`src/rtl/des_vector_driver_pkg.sv`:
```
// -----------------------------------------------------------------------------
// des_test_pkg
// Shared types and constants for the design-slot vector driver.
//   des_vec_t   : one test vector {sel, stim, exp, mask} (42 bits)
//   dvd_state_e : driver sequencer states
//   des_diff()  : masked mismatch between a sampled output and its expectation
// -----------------------------------------------------------------------------
package des_test_pkg;

    localparam int DES_IO_W  = 12;
    localparam int DES_SEL_W = 6;

    typedef struct packed {
        logic [DES_SEL_W-1:0] sel;
        logic [DES_IO_W-1:0]  stim;
        logic [DES_IO_W-1:0]  exp;
        logic [DES_IO_W-1:0]  mask;
    } des_vec_t;

    typedef enum logic [1:0] {
        ST_IDLE   = 2'd0,
        ST_RST    = 2'd1,
        ST_SETTLE = 2'd2,
        ST_CHECK  = 2'd3
    } dvd_state_e;

    // Bits that differ from the expectation, restricted to the bits we care about.
    function automatic logic [DES_IO_W-1:0] des_diff(
        input logic [DES_IO_W-1:0] sample,
        input logic [DES_IO_W-1:0] exp_val,
        input logic [DES_IO_W-1:0] mask
    );
        return (sample ^ exp_val) & mask;
    endfunction

endpackage

```
`src/rtl/des_vector_driver_if.sv`:
```
// -----------------------------------------------------------------------------
// des_vector_driver_if
// Valid/ready vector stream into the driver.
//   vec_valid : producer offers a vector
//   vec_ready : driver can accept a vector
//   vec_data  : {sel, stim, exp, mask}
// Modports: master = vector producer, slave = driver.
// -----------------------------------------------------------------------------
interface des_vector_driver_if;
    import des_test_pkg::*;

    logic     vec_valid;
    logic     vec_ready;
    des_vec_t vec_data;

    modport master (output vec_valid, output vec_data, input vec_ready);
    modport slave  (input vec_valid, input vec_data, output vec_ready);

endinterface

```
`src/rtl/des_vector_driver_stats.sv`:
```
// -----------------------------------------------------------------------------
// des_vec_stats
// Pass/fail bookkeeping for the vector driver.
//   clock, reset   : clock, async active-low reset
//   clr            : synchronous clear, wins over a simultaneous strobe
//   chk_stb        : one check completes this cycle, with mismatch bits diff
//   vec_count      : vectors checked (saturating)
//   err_count      : mismatching vectors (saturating)
//   first_err_idx  : vec_count value at the first mismatch
//   err_seen       : a mismatch happened since reset/clr
//   last_diff      : diff of the latest check
// -----------------------------------------------------------------------------
module des_vec_stats
    import des_test_pkg::*;
#(
    parameter int CNT_W = 16
) (
    input  logic                clock,
    input  logic                reset,
    input  logic                clr,
    input  logic                chk_stb,
    input  logic [DES_IO_W-1:0] diff,
    output logic [CNT_W-1:0]    vec_count,
    output logic [CNT_W-1:0]    err_count,
    output logic [CNT_W-1:0]    first_err_idx,
    output logic                err_seen,
    output logic [DES_IO_W-1:0] last_diff
);

    logic [CNT_W-1:0]    vec_count_d, vec_count_q;
    logic [CNT_W-1:0]    err_count_d, err_count_q;
    logic [CNT_W-1:0]    first_err_idx_d, first_err_idx_q;
    logic                err_seen_d, err_seen_q;
    logic [DES_IO_W-1:0] last_diff_d, last_diff_q;

    // Counters stick at all-ones instead of wrapping.
    function automatic logic [CNT_W-1:0] sat_inc(input logic [CNT_W-1:0] v);
        return (&v) ? v : v + 1'b1;
    endfunction

    always_comb begin
        vec_count_d     = vec_count_q;
        err_count_d     = err_count_q;
        first_err_idx_d = first_err_idx_q;
        err_seen_d      = err_seen_q;
        last_diff_d     = last_diff_q;
        if (clr) begin
            vec_count_d     = '0;
            err_count_d     = '0;
            first_err_idx_d = '0;
            err_seen_d      = 1'b0;
            last_diff_d     = '0;
        end else if (chk_stb) begin
            last_diff_d = diff;
            vec_count_d = sat_inc(vec_count_q);
            if (diff != '0) begin
                err_count_d = sat_inc(err_count_q);
                if (!err_seen_q) begin
                    // Index is the count before this vector is added.
                    first_err_idx_d = vec_count_q;
                    err_seen_d      = 1'b1;
                end
            end
        end
    end

    always_ff @(posedge clock or negedge reset) begin
        if (!reset) begin
            vec_count_q     <= '0;
            err_count_q     <= '0;
            first_err_idx_q <= '0;
            err_seen_q      <= 1'b0;
            last_diff_q     <= '0;
        end else begin
            vec_count_q     <= vec_count_d;
            err_count_q     <= err_count_d;
            first_err_idx_q <= first_err_idx_d;
            err_seen_q      <= err_seen_d;
            last_diff_q     <= last_diff_d;
        end
    end

    assign vec_count     = vec_count_q;
    assign err_count     = err_count_q;
    assign first_err_idx = first_err_idx_q;
    assign err_seen      = err_seen_q;
    assign last_diff     = last_diff_q;

endmodule

```
`src/rtl/des_vector_driver.sv`:
```
// -----------------------------------------------------------------------------
// des_vector_driver
// Drives one test vector at a time into a selected design slot: optionally
// resets the slot (on a slot change or after reset/clr), applies the stimulus,
// waits a settle time, samples the slot output and checks it against a masked
// expectation.
//   clock, reset    : clock (also the design clock), async active-low reset
//   vec_if (slave)  : vector stream {sel, stim, exp, mask}, valid/ready
//   clr             : sync clear of statistics, aborts the in-flight vector
//   drv_sel         : slot select to the multiplexer
//   drv_io_in       : stimulus to the selected slot
//   drv_reset       : active-high reset to the selected slot
//   dut_io_out      : output returned by the selected slot
//   busy, chk_done  : vector in flight / one-cycle check-complete pulse
//   vec_count, err_count, first_err_idx, err_seen, last_diff : statistics
// Build option: define DES_VECTOR_SYNC_CAPTURE_EN to pass dut_io_out through
// a 2-flop synchroniser; the settle phase is then 2 cycles longer.
// -----------------------------------------------------------------------------
module des_vector_driver
    import des_test_pkg::*;
#(
    parameter int SETTLE_CYCLES = 4,
    parameter int RST_CYCLES    = 2,
    parameter int CNT_W         = 16
) (
    input  logic                 clock,
    input  logic                 reset,
    des_vector_driver_if.slave   vec_if,
    input  logic                 clr,
    output logic [DES_SEL_W-1:0] drv_sel,
    output logic [DES_IO_W-1:0]  drv_io_in,
    output logic                 drv_reset,
    input  logic [DES_IO_W-1:0]  dut_io_out,
    output logic                 busy,
    output logic                 chk_done,
    output logic [CNT_W-1:0]     vec_count,
    output logic [CNT_W-1:0]     err_count,
    output logic [CNT_W-1:0]     first_err_idx,
    output logic                 err_seen,
    output logic [DES_IO_W-1:0]  last_diff
);

`ifdef DES_VECTOR_SYNC_CAPTURE_EN
    localparam int SYNC_EXTRA = 2;
`else
    localparam int SYNC_EXTRA = 0;
`endif
    localparam int SETTLE_LOAD = SETTLE_CYCLES - 1 + SYNC_EXTRA;
    localparam int CTR_MAX     = (RST_CYCLES > SETTLE_LOAD + 1) ? RST_CYCLES : SETTLE_LOAD + 1;
    localparam int CTR_W       = $clog2(CTR_MAX + 1);

    dvd_state_e           state_d, state_q;
    logic [CTR_W-1:0]     ctr_d, ctr_q;
    logic [DES_SEL_W-1:0] sel_d, sel_q;
    logic [DES_IO_W-1:0]  io_d, io_q;
    logic [DES_IO_W-1:0]  stim_d, stim_q;
    logic [DES_IO_W-1:0]  exp_d, exp_q;
    logic [DES_IO_W-1:0]  mask_d, mask_q;
    logic                 drv_rst_d, drv_rst_q;
    logic                 need_rst_d, need_rst_q;
    logic                 chk_done_d, chk_done_q;
    logic                 chk_stb;
    logic [DES_IO_W-1:0]  sample;
    logic [DES_IO_W-1:0]  diff;
    des_vec_t             vec_in;

    assign vec_in = vec_if.vec_data;

`ifdef DES_VECTOR_SYNC_CAPTURE_EN
    logic [DES_IO_W-1:0] sync1_q, sync2_q;

    always_ff @(posedge clock or negedge reset) begin
        if (!reset) begin
            sync1_q <= '0;
            sync2_q <= '0;
        end else begin
            sync1_q <= dut_io_out;
            sync2_q <= sync1_q;
        end
    end

    assign sample = sync2_q;
`else
    assign sample = dut_io_out;
`endif

    assign diff = des_diff(sample, exp_q, mask_q);

    always_comb begin
        state_d    = state_q;
        ctr_d      = ctr_q;
        sel_d      = sel_q;
        io_d       = io_q;
        stim_d     = stim_q;
        exp_d      = exp_q;
        mask_d     = mask_q;
        drv_rst_d  = drv_rst_q;
        need_rst_d = need_rst_q;
        chk_stb    = 1'b0;
        if (clr) begin
            // Abort whatever is in flight; the next vector re-resets its slot.
            state_d    = ST_IDLE;
            need_rst_d = 1'b1;
            drv_rst_d  = 1'b1;
        end else begin
            case (state_q)
                ST_IDLE: begin
                    if (vec_if.vec_valid) begin
                        exp_d  = vec_in.exp;
                        mask_d = vec_in.mask;
                        if (need_rst_q || (vec_in.sel != sel_q)) begin
                            // Stimulus is held back until the slot leaves reset.
                            sel_d     = vec_in.sel;
                            stim_d    = vec_in.stim;
                            drv_rst_d = 1'b1;
                            ctr_d     = CTR_W'(RST_CYCLES - 1);
                            state_d   = ST_RST;
                        end else begin
                            io_d    = vec_in.stim;
                            ctr_d   = CTR_W'(SETTLE_LOAD);
                            state_d = ST_SETTLE;
                        end
                    end
                end
                ST_RST: begin
                    if (ctr_q == '0) begin
                        drv_rst_d  = 1'b0;
                        io_d       = stim_q;
                        need_rst_d = 1'b0;
                        ctr_d      = CTR_W'(SETTLE_LOAD);
                        state_d    = ST_SETTLE;
                    end else begin
                        ctr_d = ctr_q - 1'b1;
                    end
                end
                ST_SETTLE: begin
                    if (ctr_q == '0) begin
                        state_d = ST_CHECK;
                    end else begin
                        ctr_d = ctr_q - 1'b1;
                    end
                end
                ST_CHECK: begin
                    chk_stb = 1'b1;
                    state_d = ST_IDLE;
                end
                default: state_d = ST_IDLE;
            endcase
        end
        chk_done_d = chk_stb;
    end

    always_ff @(posedge clock or negedge reset) begin
        if (!reset) begin
            state_q    <= ST_IDLE;
            ctr_q      <= '0;
            sel_q      <= '0;
            io_q       <= '0;
            stim_q     <= '0;
            exp_q      <= '0;
            mask_q     <= '0;
            drv_rst_q  <= 1'b1;
            need_rst_q <= 1'b1;
            chk_done_q <= 1'b0;
        end else begin
            state_q    <= state_d;
            ctr_q      <= ctr_d;
            sel_q      <= sel_d;
            io_q       <= io_d;
            stim_q     <= stim_d;
            exp_q      <= exp_d;
            mask_q     <= mask_d;
            drv_rst_q  <= drv_rst_d;
            need_rst_q <= need_rst_d;
            chk_done_q <= chk_done_d;
        end
    end

    assign vec_if.vec_ready = (state_q == ST_IDLE);
    assign busy             = (state_q != ST_IDLE);
    assign drv_sel          = sel_q;
    assign drv_io_in        = io_q;
    assign drv_reset        = drv_rst_q;
    assign chk_done         = chk_done_q;

    des_vec_stats #(
        .CNT_W (CNT_W)
    ) u_stats (
        .clock         (clock),
        .reset         (reset),
        .clr           (clr),
        .chk_stb       (chk_stb),
        .diff          (diff),
        .vec_count     (vec_count),
        .err_count     (err_count),
        .first_err_idx (first_err_idx),
        .err_seen      (err_seen),
        .last_diff     (last_diff)
    );

endmodule

```
`src/flat_wrapper.sv`:
```
// flat-port wrapper written by rule: the top's interface ports become plain ports
module des_vector_driver_flat import des_test_pkg::*;
#(
    parameter int SETTLE_CYCLES = 4,
    parameter int RST_CYCLES    = 2,
    parameter int CNT_W         = 16
)
  (clock, reset, clr, drv_sel, drv_io_in, drv_reset, dut_io_out, busy, chk_done, vec_count, err_count, first_err_idx, err_seen, last_diff, vec_if_vec_valid, vec_if_vec_data, vec_if_vec_ready);
  des_vector_driver_if vec_if_i ();
  input  logic clock;
  input  logic reset;
  input  logic clr;
  output logic [DES_SEL_W-1:0] drv_sel;
  output logic [DES_IO_W-1:0] drv_io_in;
  output logic drv_reset;
  input  logic [DES_IO_W-1:0] dut_io_out;
  output logic busy;
  output logic chk_done;
  output logic [CNT_W-1:0] vec_count;
  output logic [CNT_W-1:0] err_count;
  output logic [CNT_W-1:0] first_err_idx;
  output logic err_seen;
  output logic [DES_IO_W-1:0] last_diff;
  input wire logic [$bits(vec_if_i.vec_valid)-1:0] vec_if_vec_valid;
  input wire logic [$bits(vec_if_i.vec_data)-1:0] vec_if_vec_data;
  output wire logic [$bits(vec_if_i.vec_ready)-1:0] vec_if_vec_ready;
  assign vec_if_i.vec_valid = vec_if_vec_valid;
  assign vec_if_i.vec_data = vec_if_vec_data;
  assign vec_if_vec_ready = vec_if_i.vec_ready;
  des_vector_driver #(.SETTLE_CYCLES(SETTLE_CYCLES), .RST_CYCLES(RST_CYCLES), .CNT_W(CNT_W)) u_core (.clock(clock), .reset(reset), .vec_if(vec_if_i), .clr(clr), .drv_sel(drv_sel), .drv_io_in(drv_io_in), .drv_reset(drv_reset), .dut_io_out(dut_io_out), .busy(busy), .chk_done(chk_done), .vec_count(vec_count), .err_count(err_count), .first_err_idx(first_err_idx), .err_seen(err_seen), .last_diff(last_diff));
endmodule
```
`config.mk`:
```
export PLATFORM = sky130hd
export DESIGN_NAME = des_vector_driver_flat
export DESIGN_NICKNAME = d
export VERILOG_FILES = /design/src/rtl/des_vector_driver_pkg.sv /design/src/rtl/des_vector_driver_if.sv /design/src/rtl/des_vector_driver_stats.sv /design/src/rtl/des_vector_driver.sv /design/src/flat_wrapper.sv
export SDC_FILE = /design/constraint.sdc
export NUM_CORES = 1
export LEC_CHECK = 0
export CAP_MARGIN = 0
export CORE_MARGIN = 10
export CORE_UTILIZATION = 54
export DETAILED_ROUTE_END_ITERATION = 7
export PLACE_DENSITY_LB_ADDON = 0.15
export SLEW_MARGIN = 20
export SYNTH_ARGS = -nofsm -noshare
export SYNTH_HDL_FRONTEND = slang
export SYNTH_SLANG_ARGS = --single-unit
```
`constraint.sdc`:
```
create_clock -name clock -period 4.7 [get_ports clock]
set_clock_uncertainty 0.05 [all_clocks]
set_input_delay 0.94 -clock clock [delete_from_list [all_inputs] [get_ports clock]]
set_output_delay 0.94 -clock clock [all_outputs]
set_load 0.05 [all_outputs]
```
==> flow_summary.json, run 1 <==
{
  "hp-class": "input pin to asynchronous set/reset pin",
  "p_leak_nw": 3.376,
  "cts.sinks": 123,
  "grt_pass1_vias": 4793,
  "tightest_slew_ns": 1.045,
  "yosys_warnings": 0,
  "die-area_mm2": 0.01535,
  "end_kind": "register",
  "diodes": 0,
  "cts_tree": "built",
  "path_clk_slew_ns": 0.06,
  "antenna_found_initial": 0,
  "final_common_cell": "clkdlybuf4s50_1",
  "worstPathMaxFanout": 12,
  "ir_drop_mv": 0.5309,
  "grt_pass1_wl_um": 24090,
  "final_cell_mix": "138 x clkdlybuf4s50_1, 121 x dfrtp_1, 68 x mux2_2",
  "grt_usage_pct": 19.75,
  "r2r_start": "u_core.drv_sel[0]$_DFFE_PN0P_",
  "slowest_delay_ns": 0.82,
  "viasPerCell": 5.568,
  "nets": 728,
  "muxShareOfSynthArea_pct": 16.05,
  "cts_hold_buf": 0,
  "tns_ns": 0,
  "status": "complete, no violations",
  "crit_path_start_kind": "input pin",
  "avgSynthCellArea_um2": 11.25,
  "yosys.area_share.simple_pct": 14.02,
  "cts_resized": 0,
  "synth_top_flop_cell": "dfrtp_1",
  "fin_crit_sh_pct": 73.39,
  "hold_viol": 0,
  "synth_area_mm2": 0.005829,
  "synthAdderAreaFrac_pct": 1.932,
  "synth_nets": 585,
  "critPathKind": "input pin to register",
  "fmax_ghz": 0.2899,
  "drt-initial-drc-count": 365,
  "dpl.hpwl_um": 10220,
  "synth-edff-count": 0,
  "routedWlPerCell_um": 17.87,
  "setup_viol": 0,
  "setup.worst_path.start": "vec_if_vec_data[36]",
  "rows": 37,
  "drc": 0,
  "cp.arrival_ns": 3.81,
  "path_cells": "clkdlybuf4s50_1 -> xor2_1 -> or4_4 -> nor4_4 -> nand2_2 -> a2111oi_4 -> mux2_2",
  "synth_top_family_by_area": "multiplexers",
  "synth_cell_types": 49,
  "num_io_pins": 141,
  "ant_nets": 0,
  "clockBufferDepth": 2,
  "grt_max_degree": 61,
  "period_needed_ns": 3.449,
  "clk_latency_ns": 0.53,
  "synth_seq_cells": 123,
  "portBuffers": 140,
  "postCtsSetupBuffers": 0,
  "fp.dieH_um": 123.9,
  "dieWidth_um": 123.9,
  "synthCells": 518,
  "synthXorXnorAreaFrac_pct": 4.507,
  "drive_above_1_share_pct": 18.40,
  "worst_path_max_delay_cell": "a2111oi_4",
  "place.gp.congestion": 0.7651,
  "initial_core_util_pct": 55.96,
  "via_count": 4510,
  "cts_root_buffer": "clkbuf_8",
  "seq_area_frac_synth_pct": 52.84,
  "synth_compound_area_share_pct": 8.307,
  "first_pass_iters": 4,
  "cts_made_buffers": 17,
  "postSynth.asyncResetShare_pct": 100.0,
  "area_growth_pct": 36.12,
  "required_ns": 5.06,
  "wl_um": 14480,
  "slew_viol_final": 0,
  "grt_setup_unrepaired": "no",
  "grt_overflow": 0,
  "cts_max_level": 4,
  "coreArea_mm2": 0.01042,
  "drv_cap": 0,
  "hold_ws_ns": 0.4309,
  "slew_headroom_pct": 30.07,
  "pwr_density_cell_mw_per_mm2": 527.2
}
==> path summary, 6_finish.rpt <==
check                                                         endpoint  slack (ns)  cells after the start
max in group asynchronous                 u_core.drv_reset$_DFFE_PN1P_        3.22                      2
setup / recovery                       u_core.drv_io_in[1]$_DFFE_PN0P_        1.25                      7
min in group clock                       u_core.need_rst_q$_DFFE_PN1P_        0.43                      2
setup reg to reg                       u_core.drv_io_in[1]$_DFFE_PN0P_        1.69                      6
hold / removal             u_core.u_stats.first_err_idx[8]$_DFFE_PN0P_        0.43                      1
hold reg to reg                          u_core.need_rst_q$_DFFE_PN1P_        0.43                      2
==> sequential cells by signal (all words and copies together) (netlist names) <==
signal                        flops
u_core.u_stats.err_count         16
u_core.u_stats.first_err_idx     16
u_core.u_stats.vec_count         16
u_core.drv_io_in                 12
u_core.exp_q                     12
u_core.mask_q                    12
u_core.stim_q                    12
u_core.u_stats.last_diff         12
u_core.drv_sel                    6
u_core.ctr_q                      3
u_core.state_q                    2
u_core.chk_done                   1
u_core.drv_reset                  1
u_core.need_rst_q                 1
u_core.u_stats.err_seen           1
==> report_power, final <==
| part | internal, W | switching [W] | total, W |
|---|---|---|---|
| clock network | 0.000812 | 0.000463 | 0.00127 |
| registers | 0.00133 | 0.000180 | 0.00151 |
| logic | 0.000595 | 0.000806 | 0.00140 |
| total | 0.00273 | 0.00145 | 0.00418 |
==> routing by layer <==
layer  vias up  GRT usage [%]  wire, um
met5         -              0         0
met4         0          8.633       240
met3        19          7.602      1319
met2       117          32.32      7151
met1      2240          22.69      5765
li1       2134              -         -
==> critical path: cells and delay by family <==
family	cells	cell delay, ns
buffers and inverters	1	0.44
AOI/OAI and AO/OA	1	0.82
muxes	1	0.42
xor gates and xnor gates	1	0.16
and+or+nand+nor	3	1.03
==> logic make-up after synthesis <==
| kind of cell | Yosys count |
|---|---|
| adders and majority gates | 9 |
| AOI/OAI and AO/OA | 77 |
| muxes | 85 |
| xor gates and xnor gates | 30 |
| buffers and inverters | 34 |
| and+or+nand+nor | 160 |
| DFF | 123 |
==> cells in the mapped netlist (4+ instances only) <==
cell type / count / area, um2
dfrtp_1: 121 / 3028
mux2_2: 68 / 765.7
nor2_1: 45 / 168.9
a21oi_1: 34 / 170.2
nand2_1: 32 / 120.1
nand3_1: 25 / 125.1
xor2_1: 24 / 210.2
mux2i_1: 17 / 170.2
o21ai_0: 15 / 75.07
clkbuf_1: 11 / 41.29
inv_1: 11 / 41.29
buf_1: 10 / 37.54
nand4_1: 10 / 62.56
ha_1: 9 / 112.6
or4_1: 8 / 60.06
nor3_1: 7 / 35.03
o31ai_1: 7 / 52.55
a22oi_1: 6 / 45.04
xnor2_1: 6 / 52.55
or2_2: 5 / 31.28
or3_1: 5 / 31.28
and3_1: 4 / 25.02
nor2b_1: 4 / 25.02
==> layout make-up <==
| class | instances | area [um2] |
|---|---|---|
| clock buffer | 18 | 427.9 |
| fill | 705 | 2481 |
| clock inverter | 14 | 152.6 |
| tap | 136 | 170.2 |
| timing repair buffer | 147 | 1446 |
| sequential | 123 | 3080 |
| multi-input combinational | 361 | 2616 |
| inverter | 11 | 41.29 |
==> metrics by stage <==
step / instances / setup slack, ns / total power [W] / cell area, um2 / util [%]
floorplan: 518 / 1.616 / 0.002468 / 5829 / -
global placement: 778 / 0.7853 / 0.002877 / 7355 / 70.61
detailed placement: 778 / 0.7196 / 0.002920 / 7355 / 70.61
CTS: 810 / 1.247 / 0.004214 / 7935 / 76.18
global route: 810 / 1.069 / 0.004395 / 7935 / 76.18
finish: 810 / 1.251 / 0.004183 / 7935 / 76.18
No activity file was read; power rests on OpenSTA's default activity.
==> inputs of run 2 (changes only) <==
--- a/config.mk
+++ b/config.mk
@@ -7,7 +7,7 @@
 export LEC_CHECK = 0
 export CAP_MARGIN = 0
 export CORE_MARGIN = 10
-export CORE_UTILIZATION = 54
+export CORE_UTILIZATION = 50
 export DETAILED_ROUTE_END_ITERATION = 7
 export PLACE_DENSITY_LB_ADDON = 0.15
 export SLEW_MARGIN = 20
==> constraint.sdc (replaced) <==
create_clock -name clock -period 3.3 [get_ports clock]
set_clock_uncertainty 0.05 [all_clocks]
set_input_delay 0.66 -clock clock [delete_from_list [all_inputs] [get_ports clock]]
set_output_delay 0.66 -clock clock [all_outputs]
set_load 0.05 [all_outputs]
==> run 2 against run 1 <==
Die area grew 6.7%. Power grew 38%. First-iteration DRC count shrank 4.9%. Largest power group unchanged.
==> flow_summary.json, run 2 (synthesized netlist as in run 1, its figures left out) <==
{
  "cp_common_cell": "inv_1",
  "r2r-end": "u_core.u_stats.vec_count[12]$_DFFE_PN0P_",
  "num_io_pins": 141,
  "cts_tree": "built",
  "initial_core_util_pct": 51.05,
  "tightest_slew_ns": 1.022,
  "placed_cell_area_mm2": 0.007411,
  "grt_setup_unrepaired": "no",
  "end_kind": "primary output",
  "wl_um": 14440,
  "portBuffers": 140,
  "crit_path_start_kind": "register",
  "grt_overflow": 0,
  "cts_max_level": 4,
  "hp-class": "input pin to asynchronous set/reset pin",
  "status": "complete, no violations",
  "period_needed_ns": 2.903,
  "grt_pass1_wl_um": 23930,
  "coreArea_mm2": 0.01142,
  "cts_hold_buf": 0,
  "slew_headroom_pct": 31.60,
  "fmax_ghz": 0.3444,
  "p_leak_nw": 3.364,
  "final_common_cell": "clkdlybuf4s50_1",
  "slowest_delay_ns": 0.84,
  "path_clk_slew_ns": 0.05,
  "via_count": 4527,
  "dpl.hpwl_um": 10260,
  "use_met2_pct": 28.08,
  "routedWlPerCell_um": 17.58,
  "grt_max_degree": 66,
  "drc": 0,
  "drv_cap": 0,
  "final_area_mm2": 0.007920,
  "hold_ws_ns": 0.2905,
  "grt_use_met1_pct": 21.30,
  "ir_drop_mv": 0.6881,
  "required_ns": 2.59,
  "fin_crit_sh_pct": 87.98,
  "grtUsageMet3_pct": 8.519,
  "final_cell_mix": "138 x clkdlybuf4s50_1, 121 x dfrtp_1, 68 x mux2_2",
  "critPathKind": "register to primary output",
  "setup.worst_path.start": "u_core.state_q[0]$_DFFE_PN0P_",
  "first_pass_iters": 4,
  "reg2reg_slack_ns": 0.79,
  "path_cells": "inv_1 -> ha_1 -> inv_1 -> clkdlybuf4s50_1",
  "drt-initial-drc-count": 347,
  "cts_root_buffer": "clkbuf_16",
  "tns_ns": 0,
  "antenna_found_initial": 1,
  "worst_path_max_delay_cell": "clkdlybuf4s50_1",
  "r2r_cells": 6,
  "drive_above_1_share_pct": 17.43,
  "nets": 731,
  "busiest_layer": "met2",
  "worstPathMaxFanout": 6,
  "r2r_start": "u_core.state_q[0]$_DFFE_PN0P_",
  "clockBufferDepth": 2,
  "place.gp.congestion": 0.7995,
  "die-area_mm2": 0.01638,
  "ant_nets": 0,
  "viasPerCell": 5.514,
  "slew_viol_final": 0,
  "pwr_density_cell_mw_per_mm2": 728.3,
  "grt_usage_pct": 17.99,
  "cp.arrival_ns": 2.19,
  "clk_latency_ns": 0.42,
  "fp.dieH_um": 128.0,
  "area_growth_pct": 35.87,
  "dieWidth_um": 128.0,
  "postCtsSetupBuffers": 0,
  "grt_pass1_vias": 4770,
  "cts_made_buffers": 17,
  "rows": 39,
  "cts.sinks": 123,
  "hold_viol": 0,
  "cts_resized": 0,
  "setup_viol": 0
}
run 2: worst max-delay path by stage:
stage | to | slack [ns]
2_1_floorplan | u_core.drv_io_in[10]$_DFFE_PN0P_ | 0.50
3_3_place_gp | u_core.drv_io_in[6]$_DFFE_PN0P_ | 0.15
3_5_place_dp | u_core.drv_io_in[9]$_DFFE_PN0P_ | 0.05
4_1_cts | busy | 0.41
5_1_grt | busy | 0.28
6_report | busy | 0.40
run 2: stage by stage:
| stage | power, W | std cells | setup WS [ns] | utilization (%) |
|---|---|---|---|---|
| 2_1_floorplan | 0.003516 | 518 | 0.4957 | - |
| 3_3_place_gp | 0.004120 | 788 | 0.1452 | 64.90 |
| 3_5_place_dp | 0.004179 | 788 | 0.05073 | 64.90 |
| 4_1_cts | 0.005804 | 820 | 0.4069 | 69.34 |
| 5_1_grt | 0.006085 | 820 | 0.2795 | 69.34 |
| 6_report | 0.005769 | 821 | 0.3966 | 69.36 |
run 2: cell type report:
type / instances / area [um2]
clock inverter: 4 / 20.02
antenna: 1 / 2.502
clock buffer: 28 / 486.7
inverter: 11 / 41.29
fill: 896 / 3498
sequential: 123 / 3080
tap: 143 / 178.9
timing repair buffer: 150 / 1494
multi-input combinational: 361 / 2616
run 2: report_power, final:
part,switching (W),internal (W),total (W),leakage [nW]
registers,0.000256,0.00189,0.00215,1.59
clock network,0.000619,0.000992,0.00161,0.250
logic,0.00115,0.000862,0.00201,1.53
run 2: worst max-delay path: cells and delay by family (launching register included):
family / cells / cell delay (ns)
buf+inv: 3 / 1.08
fa+ha+maj: 1 / 0.31
flops: 1 / 0.39
run 2: layer usage:
layer  routed length (um)  part of all wire (%)
met5                    0                     0
met2                 6861                    48
met1                 6004                    42
met4                  268                   1.9
met3                 1302                   9.0
